<file path="src/rtl/dot_product_pkg.sv">
// dot_product_pkg: state encoding and default sizing for the dot-product engine
package dot_product_pkg;
    typedef enum logic [1:0] {IDLE = 2'd0, FETCH = 2'd1, DRAIN = 2'd2} state_e;
    localparam int DEF_DATA_WIDTH = 8;
    localparam int DEF_VEC_LEN = 8;
endpackage

</file>
<file path="src/rtl/dot_product_if.sv">
// dot_product_if: start/result handshake plus the two FIFO read ports
interface dot_product_if import dot_product_pkg::*; #(
    parameter int DATA_WIDTH = DEF_DATA_WIDTH,
    parameter int ACC_WIDTH = 2 * DEF_DATA_WIDTH + $clog2(DEF_VEC_LEN)
);
    logic start;
    logic a_empty;
    logic b_empty;
    logic [DATA_WIDTH-1:0] a_data;
    logic [DATA_WIDTH-1:0] b_data;
    logic a_rd_en;
    logic b_rd_en;
    logic [ACC_WIDTH-1:0] result;
    logic result_valid;
    logic busy;
    modport master (
        output start, a_empty, b_empty, a_data, b_data,
        input a_rd_en, b_rd_en, result, result_valid, busy
    );
    modport slave (
        input start, a_empty, b_empty, a_data, b_data,
        output a_rd_en, b_rd_en, result, result_valid, busy
    );
endinterface

</file>
<file path="src/rtl/dot_product_mac_unit.sv">
// mac_unit: unsigned multiply-accumulate register with clear and enable
module mac_unit #(
    parameter int DATA_WIDTH = 8,
    parameter int ACC_WIDTH = 19
) (
    input  logic                  clk,
    input  logic                  rst,
    input  logic                  clr_i,
    input  logic                  en_i,
    input  logic [DATA_WIDTH-1:0] a_i,
    input  logic [DATA_WIDTH-1:0] b_i,
    output logic [ACC_WIDTH-1:0]  sum_o
);
    logic [ACC_WIDTH-1:0] acc_q, acc_d;
    logic [2*DATA_WIDTH-1:0] prod;
    assign prod = {{DATA_WIDTH{1'b0}}, a_i} * {{DATA_WIDTH{1'b0}}, b_i};
    assign sum_o = acc_q + ACC_WIDTH'(prod);
    // clear wins over accumulate so a fresh vector always starts from zero
    always_comb begin
        acc_d = clr_i ? '0 : en_i ? sum_o : acc_q;
    end
    // accumulator register
    always_ff @(posedge clk) begin
        if (rst) acc_q <= '0;
        else acc_q <= acc_d;
    end
endmodule

</file>
<file path="src/rtl/dot_product_fsm.sv">
// dot_product_fsm: reads VEC_LEN operand pairs from two FIFOs and emits their dot product
module dot_product_fsm import dot_product_pkg::*; #(
    parameter int DATA_WIDTH = DEF_DATA_WIDTH,
    parameter int VEC_LEN = DEF_VEC_LEN,
    parameter int ACC_WIDTH = 2 * DATA_WIDTH + $clog2(VEC_LEN)
) (
    input logic clk,
    input logic rst,
    dot_product_if.slave bus
);
    localparam int CW = $clog2(VEC_LEN + 1);
    localparam logic [CW-1:0] LAST = CW'(VEC_LEN - 1);
    state_e state_q, state_d;
    logic [CW-1:0] issue_cnt_q, issue_cnt_d, mac_cnt_q, mac_cnt_d;
    logic pend_q;
    logic result_valid_q;
    logic [ACC_WIDTH-1:0] result_q, sum;
    logic accept, rd_en, last_mac;
    assign accept = state_q == IDLE && bus.start;
    assign rd_en = !rst && state_q == FETCH && !bus.a_empty && !bus.b_empty && issue_cnt_q < CW'(VEC_LEN);
    assign last_mac = pend_q && mac_cnt_q == LAST;
    assign bus.a_rd_en = rd_en;
    assign bus.b_rd_en = rd_en;
    assign bus.result = result_q;
    assign bus.result_valid = result_valid_q;
    assign bus.busy = state_q != IDLE;
    mac_unit #(.DATA_WIDTH(DATA_WIDTH), .ACC_WIDTH(ACC_WIDTH)) u_mac (
        .clk   (clk),
        .rst   (rst),
        .clr_i (accept),
        .en_i  (pend_q),
        .a_i   (bus.a_data),
        .b_i   (bus.b_data),
        .sum_o (sum)
    );
    // next state and counters; a read in flight (pend) always lands one cycle later
    always_comb begin
        state_d = accept ? FETCH
                : (state_q == FETCH && rd_en && issue_cnt_q == LAST) ? DRAIN
                : (state_q == DRAIN && last_mac) ? IDLE
                : state_q;
        issue_cnt_d = accept ? '0 : issue_cnt_q + CW'(rd_en);
        mac_cnt_d = accept ? '0 : mac_cnt_q + CW'(pend_q);
    end
    // state, counters and result registers
    always_ff @(posedge clk) begin
        if (rst) begin
            state_q <= IDLE;
            issue_cnt_q <= '0;
            mac_cnt_q <= '0;
            pend_q <= 1'b0;
            result_q <= '0;
            result_valid_q <= 1'b0;
        end else begin
            state_q <= state_d;
            issue_cnt_q <= issue_cnt_d;
            mac_cnt_q <= mac_cnt_d;
            pend_q <= rd_en;
            result_valid_q <= last_mac;
            if (last_mac) result_q <= sum;
        end
    end
endmodule
</file>
<file path="src/flat_wrapper.sv">
// flat-port wrapper written by rule: the top's interface ports become plain ports
module dot_product_fsm_flat import dot_product_pkg::*;
#(
    parameter int DATA_WIDTH = DEF_DATA_WIDTH,
    parameter int VEC_LEN = DEF_VEC_LEN,
    parameter int ACC_WIDTH = 2 * DATA_WIDTH + $clog2(VEC_LEN)
)
  (clk, rst, bus_start, bus_a_empty, bus_b_empty, bus_a_data, bus_b_data, bus_a_rd_en, bus_b_rd_en, bus_result, bus_result_valid, bus_busy);
  dot_product_if #(.DATA_WIDTH(DATA_WIDTH), .ACC_WIDTH(ACC_WIDTH)) bus_i ();
  input logic clk;
  input logic rst;
  input wire logic [$bits(bus_i.start)-1:0] bus_start;
  input wire logic [$bits(bus_i.a_empty)-1:0] bus_a_empty;
  input wire logic [$bits(bus_i.b_empty)-1:0] bus_b_empty;
  input wire logic [$bits(bus_i.a_data)-1:0] bus_a_data;
  input wire logic [$bits(bus_i.b_data)-1:0] bus_b_data;
  output wire logic [$bits(bus_i.a_rd_en)-1:0] bus_a_rd_en;
  output wire logic [$bits(bus_i.b_rd_en)-1:0] bus_b_rd_en;
  output wire logic [$bits(bus_i.result)-1:0] bus_result;
  output wire logic [$bits(bus_i.result_valid)-1:0] bus_result_valid;
  output wire logic [$bits(bus_i.busy)-1:0] bus_busy;
  assign bus_i.start = bus_start;
  assign bus_i.a_empty = bus_a_empty;
  assign bus_i.b_empty = bus_b_empty;
  assign bus_i.a_data = bus_a_data;
  assign bus_i.b_data = bus_b_data;
  assign bus_a_rd_en = bus_i.a_rd_en;
  assign bus_b_rd_en = bus_i.b_rd_en;
  assign bus_result = bus_i.result;
  assign bus_result_valid = bus_i.result_valid;
  assign bus_busy = bus_i.busy;
  dot_product_fsm #(.DATA_WIDTH(DATA_WIDTH), .VEC_LEN(VEC_LEN), .ACC_WIDTH(ACC_WIDTH)) u_core (.clk(clk), .rst(rst), .bus(bus_i));
endmodule
</file>
<file path="config.mk">
export PLATFORM = sky130hd
export DESIGN_NAME = dot_product_fsm_flat
export DESIGN_NICKNAME = d
export VERILOG_FILES = /design/src/rtl/dot_product_pkg.sv /design/src/rtl/dot_product_if.sv /design/src/rtl/dot_product_mac_unit.sv /design/src/rtl/dot_product_fsm.sv /design/src/flat_wrapper.sv
export SDC_FILE = /design/constraint.sdc
export NUM_CORES = 1
export LEC_CHECK = 0
export ABC_AREA = 1
export CORE_UTILIZATION = 40
export DETAILED_ROUTE_END_ITERATION = 12
export GPL_TIMING_DRIVEN = 0
export SYNTH_ARGS = -nofsm -noshare
export SYNTH_HDL_FRONTEND = slang
export SYNTH_SLANG_ARGS = --single-unit
export TNS_END_PERCENT = 10
</file>
<file path="constraint.sdc">
create_clock -name clk -period 9.6 [get_ports clk]
set_input_delay 1.92 -clock clk [delete_from_list [all_inputs] [get_ports clk]]
set_output_delay 1.92 -clock clk [all_outputs]
set_load 0.005 [all_outputs]
</file>
## Word-level counts from Yosys, hierarchy flattened

Index checks and enable logic that the tools add are counted.

- Bits in registers: 50
- Output and inout port bits: 23
- Logic and storage cells: 37

- $add $sub $neg: 3
- Multiply operators: 1
- $lt $le $gt $ge: 1
- Equality and inequality tests: 4
- Mux-type cells: 3
- Reductions and logical operators: 17

Operator list:

| kind | number |
|---|---|
| adder 19 x 16 -> 19 bit | 1 |
| multiplier 8 x 8 -> 16 bit | 1 |
| logical AND 1 bit | 9 |
| adder 4 x 1 -> 4 bit | 2 |
| equality test 4 x 3 -> 1 bit, second input constant | 2 |
| less-than comparator 4 bit, second input constant | 1 |
| 2-to-1 mux 2 bit | 2 |
| nonzero test 2 bit | 2 |
| logical NOT 1 bit | 3 |
| nonzero test 3 bit | 1 |
| equality test 2 x 1 -> 1 bit, second input constant | 1 |
| equality test 2 bit, second input constant | 1 |
| logical NOT 2 bit | 1 |
| OR reduction 2 bit | 1 |
| 2-to-1 mux 1 bit | 1 |

## Logic depth before layout (Yosys ltp)

Gate-level depths: netlist of run 1.

- Word-level depth: 9
- Mapped depth: 22
- Mapped depth without buffers: 21

## Hierarchy

Synthesis of run 1 repeated with hierarchy kept, for this count alone.

- Cells, all modules: 708
- Area total of the unflattened synthesis: 5091.1 um^2

By module, submodules not included:

| module | instances | cells an instance | area an instance (um^2) | seq. area each (um^2) |
|---|---|---|---|---|
| mac_unit | 1 | 559 | 3781.1 | 380.4 |
| dot_product_fsm | 1 | 149 | 1310.0 | 620.6 |

## Worst setup path before layout of run 1

Ideal clock, no wire load.

- Path type: in2reg
- From: in bus_b_data[7]
- To: reg u_core.u_mac.acc_q[18]
- Library setup time: 0.109 ns
- Arrival: 5.465 ns
- Required time: 9.491 ns
- Setup slack: 4.026 ns
- Stages on the path: 20
- Path through: clkbuf_1 nand2_1 fa_1 fa_1 inv_1 fa_1 inv_1 fa_1 inv_1 ha_1 nand2_1 nand2_1 a21oi_2 nand2_2 nand2_1 nand2_1 nand2_1 nand3_1 nand2_1 inv_1

- Word-level cells in the longest chain between the ends: 2

RTL lines:

| what | RTL line | source |
|---|---|---|
| from (decl) | flat_wrapper.sv:16 | `input wire logic [$bits(bus_i.b_data)-1:0] bus_b_data;` |
| multiplier 8 x 8 -> 16 bit | dot_product_mac_unit.sv:16 | `assign prod = {{DATA_WIDTH{1'b0}}, a_i} * {{DATA_WIDTH{1'b0}}, b_i};` |
| adder 19 x 16 -> 19 bit | dot_product_mac_unit.sv:17 | `assign sum_o = acc_q + ACC_WIDTH'(prod);` |
| to (signal assigned) | dot_product_mac_unit.sv:24 | `if (rst) acc_q <= '0;` |
| to (signal assigned) | dot_product_mac_unit.sv:25 | `else acc_q <= acc_d;` |
| to (decl) | dot_product_mac_unit.sv:14 | `logic [ACC_WIDTH-1:0] acc_q, acc_d;` |

No other way between the ends.
A chain may end at the register's enable or synchronous reset.

## Final worst setup path of run 1

- From: in bus_a_data[1]
- To: reg u_core.u_mac.acc_q[14]

- Word-level cells in the longest chain between the ends: 2

RTL lines:

| what | RTL line | source |
|---|---|---|
| from (decl) | flat_wrapper.sv:15 | `input wire logic [$bits(bus_i.a_data)-1:0] bus_a_data;` |
| multiplier 8 x 8 -> 16 bit | dot_product_mac_unit.sv:16 |  |
| adder 19 x 16 -> 19 bit | dot_product_mac_unit.sv:17 |  |

No other way between the ends.

==> flow_summary_export.csv, run 1 <==
group,metric,value,unit
status,status,"complete, no violations",
synth,syn-num-nets,835,
floorplan,dieArea,12900,µm²
route,drtPass1Iterations,4,
global_route,grt_use_total,18.9,%
setup_path,r2r-start,"u_core.u_mac.acc_q[6]",
synth,synth_largest_area_cell,"dfxtp_1",
synth,ys_seq_elements,50,
cts,cts_buffer_depth,2,
pwr,p_leak,3.20,nW
setup_path,r2r_cells,16,
layout,drive_above_1_share,4.65,%
synth,syn_inst,719,
sta,report.final.hold_viol_count,0,
cts,htreeDepth,2,
global_route,antenna_found_initial,0,
synth,synth_compound_area_share,4.52,%
sta,setup_violations,0,
synth,synth_top_area_share,20.1,%
layout,postLayoutCoreUtil,46.4,%
placement,numPortBuffers,27,
floorplan,start_util,41.3,%
setup_path,timing.rr.end,"u_core.bus.result[11]",
setup_path,reg2reg_slack,5.67,ns
pwr,p_per_area,153,nW/µm²
sta,rsz0062_at_grt,"no",
sta,min_period,5.72,ns
setup_path,worstPathRequired,9.80,ns
global_route,grt_max_degree,16,
setup_path,end_kind,"register",
run,maxCapViolCount,0,
route,drc,0,
floorplan,rows,40,
layout,fin_nets,869,
min_path,holdPathEnd,"u_core.u_mac.acc_q[4]",
min_path,worstHoldPathType,"reg -> reg",
setup_path,worstPathMaxFanout,8,
floorplan,fp.dieH,114,µm
sta,timing.fmax,175,MHz
setup_path,startpoint_type,"input port",
setup_path,critical_path_class,"in -> reg",
min_path,hold_start,"u_core.u_mac.acc_q[4]",
pwr,ir_worst_vdd,0.000120,V
synth,synth_most_common_cell,"inv_1",
layout,antenna_cells,0,
synth,yosys_warnings,0,
global_route,grt_pass1_vias,4156,
sta,fin_crit_sh,59.6,%
synth,synth_commonest_cells,"inv_1 (208), nand2_1 (166), nor2_1 (62)",
synth,yosysUniqueCellTypes,32,
floorplan,pin_count,44,
synth,synth_xor_area_share,0.879,%
sta,worst_pin_slew,0.544,ns
route,via_count,4144,
cts,cts_hold_buf,0,
layout,syn_to_final_growth,12.4,%
floorplan,die_w,114,µm
cts,cts_tree,"built",
synth,yosys.area_share.simple,24.5,%
cts,cts_setup_buffers,0,
global_route,overflow,0,
synth,synth_top_cells_by_area,"dfxtp_1 (20%), fa_1 (20%), inv_1 (16%)",
cts,clkTransAtPathRegs,0.07,ns
placement,place_inst,914,
route,vias_per_cell,4.50,
synth,synth_edf_count,0,
synth,synthAdderAreaFrac,31.4,%
placement,globalplace.congestion,0.894,
cts,cts_made_buffers,5,
route,wirelength,11.0,mm
route,wl_per_cell,12.0,µm
min_path,holdPathStages,2,
layout,final_cells,921,
global_route,grt_first_pass_wirelength,19.4,mm
cts,clk_latency,0.29,ns
synth,ys_seq_area_share,20.1,%
synth,synth_ff_type,"dfxtp_1",
route,drt_iter0_drc,193,
synth,synth_top_family_by_area,"adder cells",
sta,totalNegativeSetupSlack,0,ns
floorplan,core_area,12100,µm²
sta,max_slew_margin,63.8,%
sta,finalMaxSlewViolations,0,
route,antenna_left,0,
synth,synthArstFlopShare,0,%
placement,dp_hpwl,9.21,mm
synth,muxShareOfSynthArea,0,%
cts,clock-sinks,50,
sta,finClkSkew,0.00857,ns
setup_path,arrival,5.92,ns
synth,synth_area,4980,µm²
cts,cts_resized,0,
synth,avgSynthCellArea,6.93,µm²
cts,clockRootBuffer,"clkbuf_16",
==> report_power, final <==
part	internal, mW	total (mW)	switching (mW)
combinational	0.163	0.472	0.309
sequential	0.209	0.211	0.00126
clock	0.0958	0.176	0.0798
total	0.468	0.858	0.390
==> layout by cell type, fill, tap and decap left out, drive strengths merged <==
cell and count:
inv 210, nand2 171, nor2 65, fa 50, dfxtp 50, ha 45
nand3 41, clkdlybuf4s50 27, a21oi 24, clkbuf 23, o21ai 11, buf 10
nor3 5, nand4 4, xnor2 4, or2 4, o211ai 3, clkinv 2
xor2 1, o21a 1, o2111ai 1, a211oi 1
==> area by class of cell <==
cell class,instances,area [µm²]
fill,1267,6460
buffer,28,139
timing repair buffer,27,270
tap,168,210
clock inverter,2,13.8
multi-input combinational,431,3050
sequential,50,1000
inverter,210,790
clock buffer,5,125
==> flip-flops by register name, indices dropped and copies added (netlist names) <==
name / cells
u_core.mac_cnt_q: 4
u_core.state_q: 2
u_core.bus.result: 19
u_core.u_mac.acc_q: 19
u_core.bus.result_valid: 1
u_core.pend_q: 1
u_core.issue_cnt_q: 4
==> routing by layer <==
metal	wire length (µm)	track usage, %
met1	5150	24.7
met2	5330	33.1
met3	384	2.07
met4	171	5.09
met5	0	0
==> worst max-delay path by stage <==
stage,start,end,slack (ns),cells past startpoint
2_1_floorplan,bus_b_data[7],u_core.u_mac.acc_q[18],4.03,20
5_1_grt,bus_a_data[4],u_core.u_mac.acc_q[14],3.59,20
3_3_place_gp,bus_a_data[1],u_core.u_mac.acc_q[14],3.60,20
6_report,bus_a_data[1],u_core.u_mac.acc_q[14],3.88,20
3_5_place_dp,bus_b_data[4],u_core.u_mac.acc_q[14],3.57,20
4_1_cts,bus_b_data[4],u_core.u_mac.acc_q[14],3.88,20
==> worst max-delay path: stages <==
cell,delay (ns)
clkbuf_1,0.34
nand2_1,0.14
fa_1,0.50
fa_1,0.54
inv_1,0.05
fa_1,0.53
inv_1,0.06
fa_1,0.56
inv_1,0.05
ha_1,0.35
nand2_1,0.09
nand2_1,0.09
a21oi_2,0.16
nand2_2,0.09
nand2_1,0.09
nand2_1,0.05
nand2_1,0.07
nand3_1,0.12
nand2_1,0.09
inv_1,0.03
==> cell families (layout without fill, tap and decap cells) <==
family          after synthesis  after routing
flops                        50             50
xor+xnor                      5              5
buf+inv                     238            272
simple gates                290            290
compound gates               41             41
fa+ha+maj                    95             95
==> per-stage QoR <==
step | power [mW] | setup slack [ns] | instance area [µm²] | hold WS (ns)
final | 0.858 | 3.88 | 5600 | 0.461
after CTS | 0.867 | 3.88 | 5600 | 0.466
after global placement | 0.678 | 3.60 | 5460 | 0.453
after detailed placement | 0.685 | 3.57 | 5460 | 0.455
after global routing | 0.954 | 3.59 | 5600 | 0.499
after floorplan | 0.576 | 4.03 | 4980 | 0.441
Note: power is estimated with default switching activity, not from simulation.
==> run 2, diff against run 1 <==
- clock period: 9.6 -> 4.93 ns (I/O delays scaled with it)
==> run 2 against run 1 <==
  * Register-to-register slack worse by 4.7 ns
  * Sequential cell count unchanged
  * Sequential power up 94%
  * Non-clock buffer count unchanged
  * Combinational power up 95%
  * Sequential share of layout area about the same
  * Worst setup slack worse by 3.6 ns
  * Wire length up 0.13%
  * Die area unchanged
  * Cell count unchanged
==> flow_summary_export.csv, run 2 (synthesis gave the netlist of run 1 again) <==
group,metric,value,unit
min_path,hold_start,"u_core.u_mac.acc_q[4]",
route,antenna_left,0,
placement,place_inst,914,
cts,cts_tree,"built",
sta,finalMaxSlewViolations,0,
cts,cts_buffer_depth,2,
sta,max_slew_margin,64.0,%
route,wirelength,11.0,mm
global_route,grt_pass1_vias,4156,
cts,clkTransAtPathRegs,0.07,ns
floorplan,die_w,114,µm
sta,fin_crit_sh,94.1,%
layout,mostFrequentLayoutCell,"inv_1",
global_route,grt_max_degree,16,
cts,htreeDepth,2,
global_route,grt_use_total,18.9,%
layout,fill_cells,1269,
placement,numPortBuffers,27,
route,vias_per_cell,4.49,
layout,fin_area,5620,µm²
sta,finClkSkew,0.00857,ns
setup_path,arrival,4.83,ns
sta,setup_violations,0,
global_route,antenna_found_initial,0,
global_route,overflow,0,
sta,whs,0.462,ns
sta,totalNegativeSetupSlack,0,ns
layout,layout_common_cells,"inv_1 (208), nand2_1 (166), nor2_1 (62)",
route,drt_iter0_drc,189,
floorplan,pin_count,44,
layout,postLayoutCoreUtil,46.6,%
pwr,finalPower,1.67,mW
floorplan,rows,40,
sta,rsz0062_at_grt,"no",
run,maxCapViolCount,0,
cts,clock-sinks,50,
global_route,grt_first_pass_wirelength,19.4,mm
setup_path,reg2reg_slack,1.00,ns
layout,fin_nets,869,
pwr,p_leak,3.24,nW
route,drc,0,
layout,drive_above_1_share,6.24,%
floorplan,core_area,12100,µm²
floorplan,start_util,41.3,%
min_path,worstHoldPathType,"reg -> reg",
layout,syn_to_final_growth,12.7,%
placement,dp_slack,-0.166,ns
sta,timing.fmax,216,MHz
cts,cts_made_buffers,5,
status,status,"complete, no violations",
setup_path,worstPathRequired,5.12,ns
layout,antenna_cells,0,
sta,min_period,4.64,ns
setup_path,critPathLaunch,"bus_b_data[1]",
floorplan,fp.dieH,114,µm
sta,report.final.hold_viol_count,0,
placement,dpl_cell_area,5460,µm²
route,drtPass1Iterations,4,
cts,cts_setup_buffers,0,
route,wl_per_cell,12.0,µm
setup_path,end_kind,"register",
sta,setup_slack,0.292,ns
setup_path,r2r-start,"u_core.u_mac.acc_q[6]",
setup_path,critical_path_class,"in -> reg",
setup_path,startpoint_type,"input port",
setup_path,worstPathMaxFanout,8,
sta,worst_pin_slew,0.539,ns
pwr,ir_worst_vdd,0.000234,V
floorplan,dieArea,12900,µm²
placement,dp_hpwl,9.21,mm
pwr,p_per_area,298,nW/µm²
cts,clockRootBuffer,"clkbuf_16",
layout,final_cells,921,
route,via_count,4134,
placement,globalplace.congestion,0.894,
cts,clk_latency,0.29,ns
[run 2: final timing paths]
check / end / cells past startpoint
setup reg to reg: u_core.bus.result[11] / 16
setup / recovery: u_core.bus.result[11] / 17
hold / removal: u_core.u_mac.acc_q[4] / 2
hold reg to reg: u_core.u_mac.acc_q[4] / 2
[run 2: routing by layer]
layer  global-route usage [%]  share of wire, %
met1                     24.7                47
met2                     33.1                49
met3                     2.07               3.1
met4                     5.09               1.1
met5                        0                 0
[run 2: cell type report]
class	count	area (µm²)	area share, %
inverters	210	790	14.1
clock inverters	2	13.8	0.245
clock buffers	5	125	2.23
flip-flops and latches	50	1000	17.8
repair buffers	27	270	4.81
multi-input cells	431	3050	54.3
plain buffers	28	154	2.74
well taps	168	210	3.74
[run 2: timing repair]
action | in CTS | in global routing
hold endpoints to repair | 0 | 0
resized for setup | 0 | 24
setup endpoints to repair | 0 | 15
hold buffers | 0 | 0
[run 2: worst max-delay path, stage by stage]
cell	delay, ns
clkbuf_1	0.28
nand2_1	0.13
fa_1	0.51
inv_1	0.05
fa_1	0.50
inv_1	0.05
fa_1	0.49
fa_1	0.56
inv_1	0.05
ha_1	0.37
nand2_1	0.11
nand3_1	0.16
a21oi_1	0.20
or2_1	0.14
nand3_1	0.11
nand2_1	0.09
inv_1	0.04
[run 2: report_power, final]
part	total (mW)	switching, mW	internal (mW)
Clock	0.342	0.155	0.186
Sequential	0.410	0.00244	0.408
Combinational	0.920	0.602	0.318
==> run 3, diff against run 2 <==
- ABC_CLOCK_PERIOD_IN_PS: not set -> 4930
- CORE_MARGIN: not set -> 1.5
- SETUP_SLACK_MARGIN: not set -> 0.3
==> run 3 against run 2 <==
  * Non-clock buffer count did not move
  * Largest cell class unchanged
  * Sequential power about the same
  * Critical endpoint is now u_core.u_mac.acc_q[14]
  * First-iteration DRC count shrank 16%
  * Largest power group unchanged
==> flow_summary_export.csv, run 3 (synthesis gave the netlist of run 1 again) <==
group,metric,value,unit
route,wl_per_cell,12.0,µm
sta,setup_violations,0,
sta,worst_pin_slew,0.509,ns
route,antenna_left,0,
global_route,grt_use_total,18.8,%
layout,postLayoutCoreUtil,47.6,%
sta,report.final.hold_viol_count,0,
pwr,finalPower,1.77,mW
cts,clock-sinks,50,
floorplan,die_w,115,µm
route,via_count,4160,
global_route,antenna_found_initial,0,
setup_path,slowest_delay,0.55,ns
global_route,use_met2,33.0,%
sta,finClkSkew,0.00814,ns
cts,cts_made_buffers,5,
layout,fin_nets,869,
floorplan,dieArea,13100,µm²
min_path,holdPathEnd,"u_core.bus.result[5]",
sta,rsz0062_at_grt,"yes",
floorplan,core_area,12100,µm²
placement,globalplace.congestion,0.890,
setup_path,reg2reg_slack,1.10,ns
global_route,met1_usage,24.4,%
placement,dp_hpwl,9.31,mm
setup_path,r2r-start,"u_core.u_mac.acc_q[6]",
route,vias_per_cell,4.51,
sta,max_slew_margin,66.1,%
setup_path,startpoint_type,"input port",
pwr,p_leak,3.25,nW
pwr,p_seq_share,23.1,%
placement,numPortBuffers,27,
layout,drive_above_1_share,8.62,%
sta,totalNegativeSetupSlack,0,ns
pwr,ir_worst_vdd,0.000174,V
sta,whs,0.473,ns
setup_path,end_kind,"register",
placement,dp_slack,-0.196,ns
global_route,gr-max-usage-layer,"met2",
global_route,grt_max_degree,16,
setup_path,crit_chain,"clkbuf_4 -> nand2_1 -> fa_1 -> inv_1 -> fa_1 -> fa_1 -> inv_1 -> fa_1 -> inv_1 -> ha_4 -> nand2_1 -> inv_2 -> a21oi_2 -> nand2_2 -> nand2_1 -> nand2_1 -> nand2_1 -> nand3_2 -> nand2_1 -> inv_1",
min_path,hold_start,"u_core.bus.result[5]",
route,drc,0,
floorplan,pin_count,44,
setup_path,worstPathMaxFanout,8,
sta,finalMaxSlewViolations,0,
pwr,pwr-share-comb,57.3,%
sta,min_period,4.47,ns
run,maxCapViolCount,0,
setup_path,crit_slowest_cell,"fa_1",
cts,clk_latency,0.29,ns
cts,clockRootBuffer,"clkbuf_16",
setup_path,r2r_cells,18,
cts,htreeDepth,2,
cts,cts_hold_buf,0,
pwr,p_int,0.984,mW
status,status,"complete, no violations",
setup_path,critical_path_class,"in -> reg",
setup_path,timing.rr.end,"u_core.u_mac.acc_q[14]",
floorplan,start_util,41.3,%
floorplan,fp.dieH,115,µm
pwr,pwr-share-clk,19.6,%
floorplan,rows,40,
min_path,worstHoldPathType,"reg -> reg",
layout,layout_common_cells,"inv_1 (208), nand2_1 (165), nor2_1 (62)",
min_path,holdPathStages,2,
layout,syn_to_final_growth,15.2,%
route,drtPass1Iterations,4,
pwr,switchingPower,0.788,mW
layout,antenna_cells,0,
setup_path,worstPathRequired,5.13,ns
cts,clkTransAtPathRegs,0.07,ns
layout,mostFrequentLayoutCell,"inv_1",
sta,timing.fmax,224,MHz
pwr,p_per_area,309,nW/µm²
global_route,grt_pass1_vias,4215,
setup_path,critPathMostFrequentCell,"nand2_1",
sta,fin_crit_sh,90.6,%
route,wirelength,11.0,mm
sta,setup_slack,0.462,ns
layout,fill_cells,1250,
cts,cts_tree,"built",
cts,cts_buffer_depth,2,
pwr,switching_share,44.5,%
global_route,grt_first_pass_wirelength,19.6,mm
route,drt_iter0_drc,159,
setup_path,arrival,4.67,ns
global_route,overflow,0,
global_route,met3_usage,2.28,%
run 3: layout make-up:
cell class	instances	area (µm²)	share of cell area, %
Tap cell	168	210	3.66
Multi-Input combinational cell	431	3150	54.9
Buffer	28	175	3.05
Timing Repair Buffer	27	270	4.71
Clock inverter	2	13.8	0.240
Clock buffer	6	129	2.24
Sequential cell	50	1000	17.4
Inverter	210	790	13.8
run 3: how the worst max path moves through the flow:
| stage | slack [ns] | startpoint | cells past startpoint | to |
|---|---|---|---|---|
| final | 0.46 | bus_a_data[4] | 20 | u_core.u_mac.acc_q[14] |
| after global routing | 0.26 | bus_b_data[4] | 20 | u_core.u_mac.acc_q[13] |
| after CTS | 0.30 | bus_a_data[4] | 20 | u_core.u_mac.acc_q[14] |
| after detailed placement | -0.20 | bus_a_data[1] | 20 | u_core.u_mac.acc_q[14] |
| after global placement | -0.16 | bus_a_data[1] | 20 | u_core.u_mac.acc_q[14] |
| after floorplan | 0.31 | bus_a_data[1] | 20 | u_core.u_mac.acc_q[18] |
run 3: repair_timing:
| item | in CTS | in global routing |
|---|---|---|
| resized for setup | 14 | 33 |
| endpoints found under the setup margin | 19 | 24 |
| buffers inserted | 0 | 0 |
| pin swaps | 0 | 4 |
run 3: metrics by stage:
| step | cell area (µm²) | std cells |
|---|---|---|
| CTS | 5630 | 922 |
| global route | 5740 | 922 |
| floorplan | 4980 | 719 |
| detailed placement | 5460 | 914 |
| finish | 5740 | 922 |
| global placement | 5460 | 914 |
run 3: power by group through the flow:
| stage | sequential (mW) | combinational (mW) | clock (mW) |
|---|---|---|---|
| CTS | 0.410 | 0.924 | 0.359 |
| global placement | 0.419 | 0.899 | 0 |
| global route | 0.411 | 1.18 | 0.370 |
| finish | 0.410 | 1.02 | 0.347 |
| floorplan | 0.419 | 0.703 | 0 |
| detailed placement | 0.420 | 0.913 | 0 |
run 3: worst max-delay path, delay by kind of cell:
family	cells	cell delay, ns
adders and majority gates	5	2.41
and+or+nand+nor	8	0.68
buffers and inverters	6	0.44
AOI/OAI and AO/OA	1	0.16
run 3: routing by layer:
metal | share of wire (%) | up-vias
met5 | 0 | -
met4 | 1.5 | 0
met3 | 3.2 | 16
met2 | 49 | 67
met1 | 46 | 1930
li1 | - | 2147
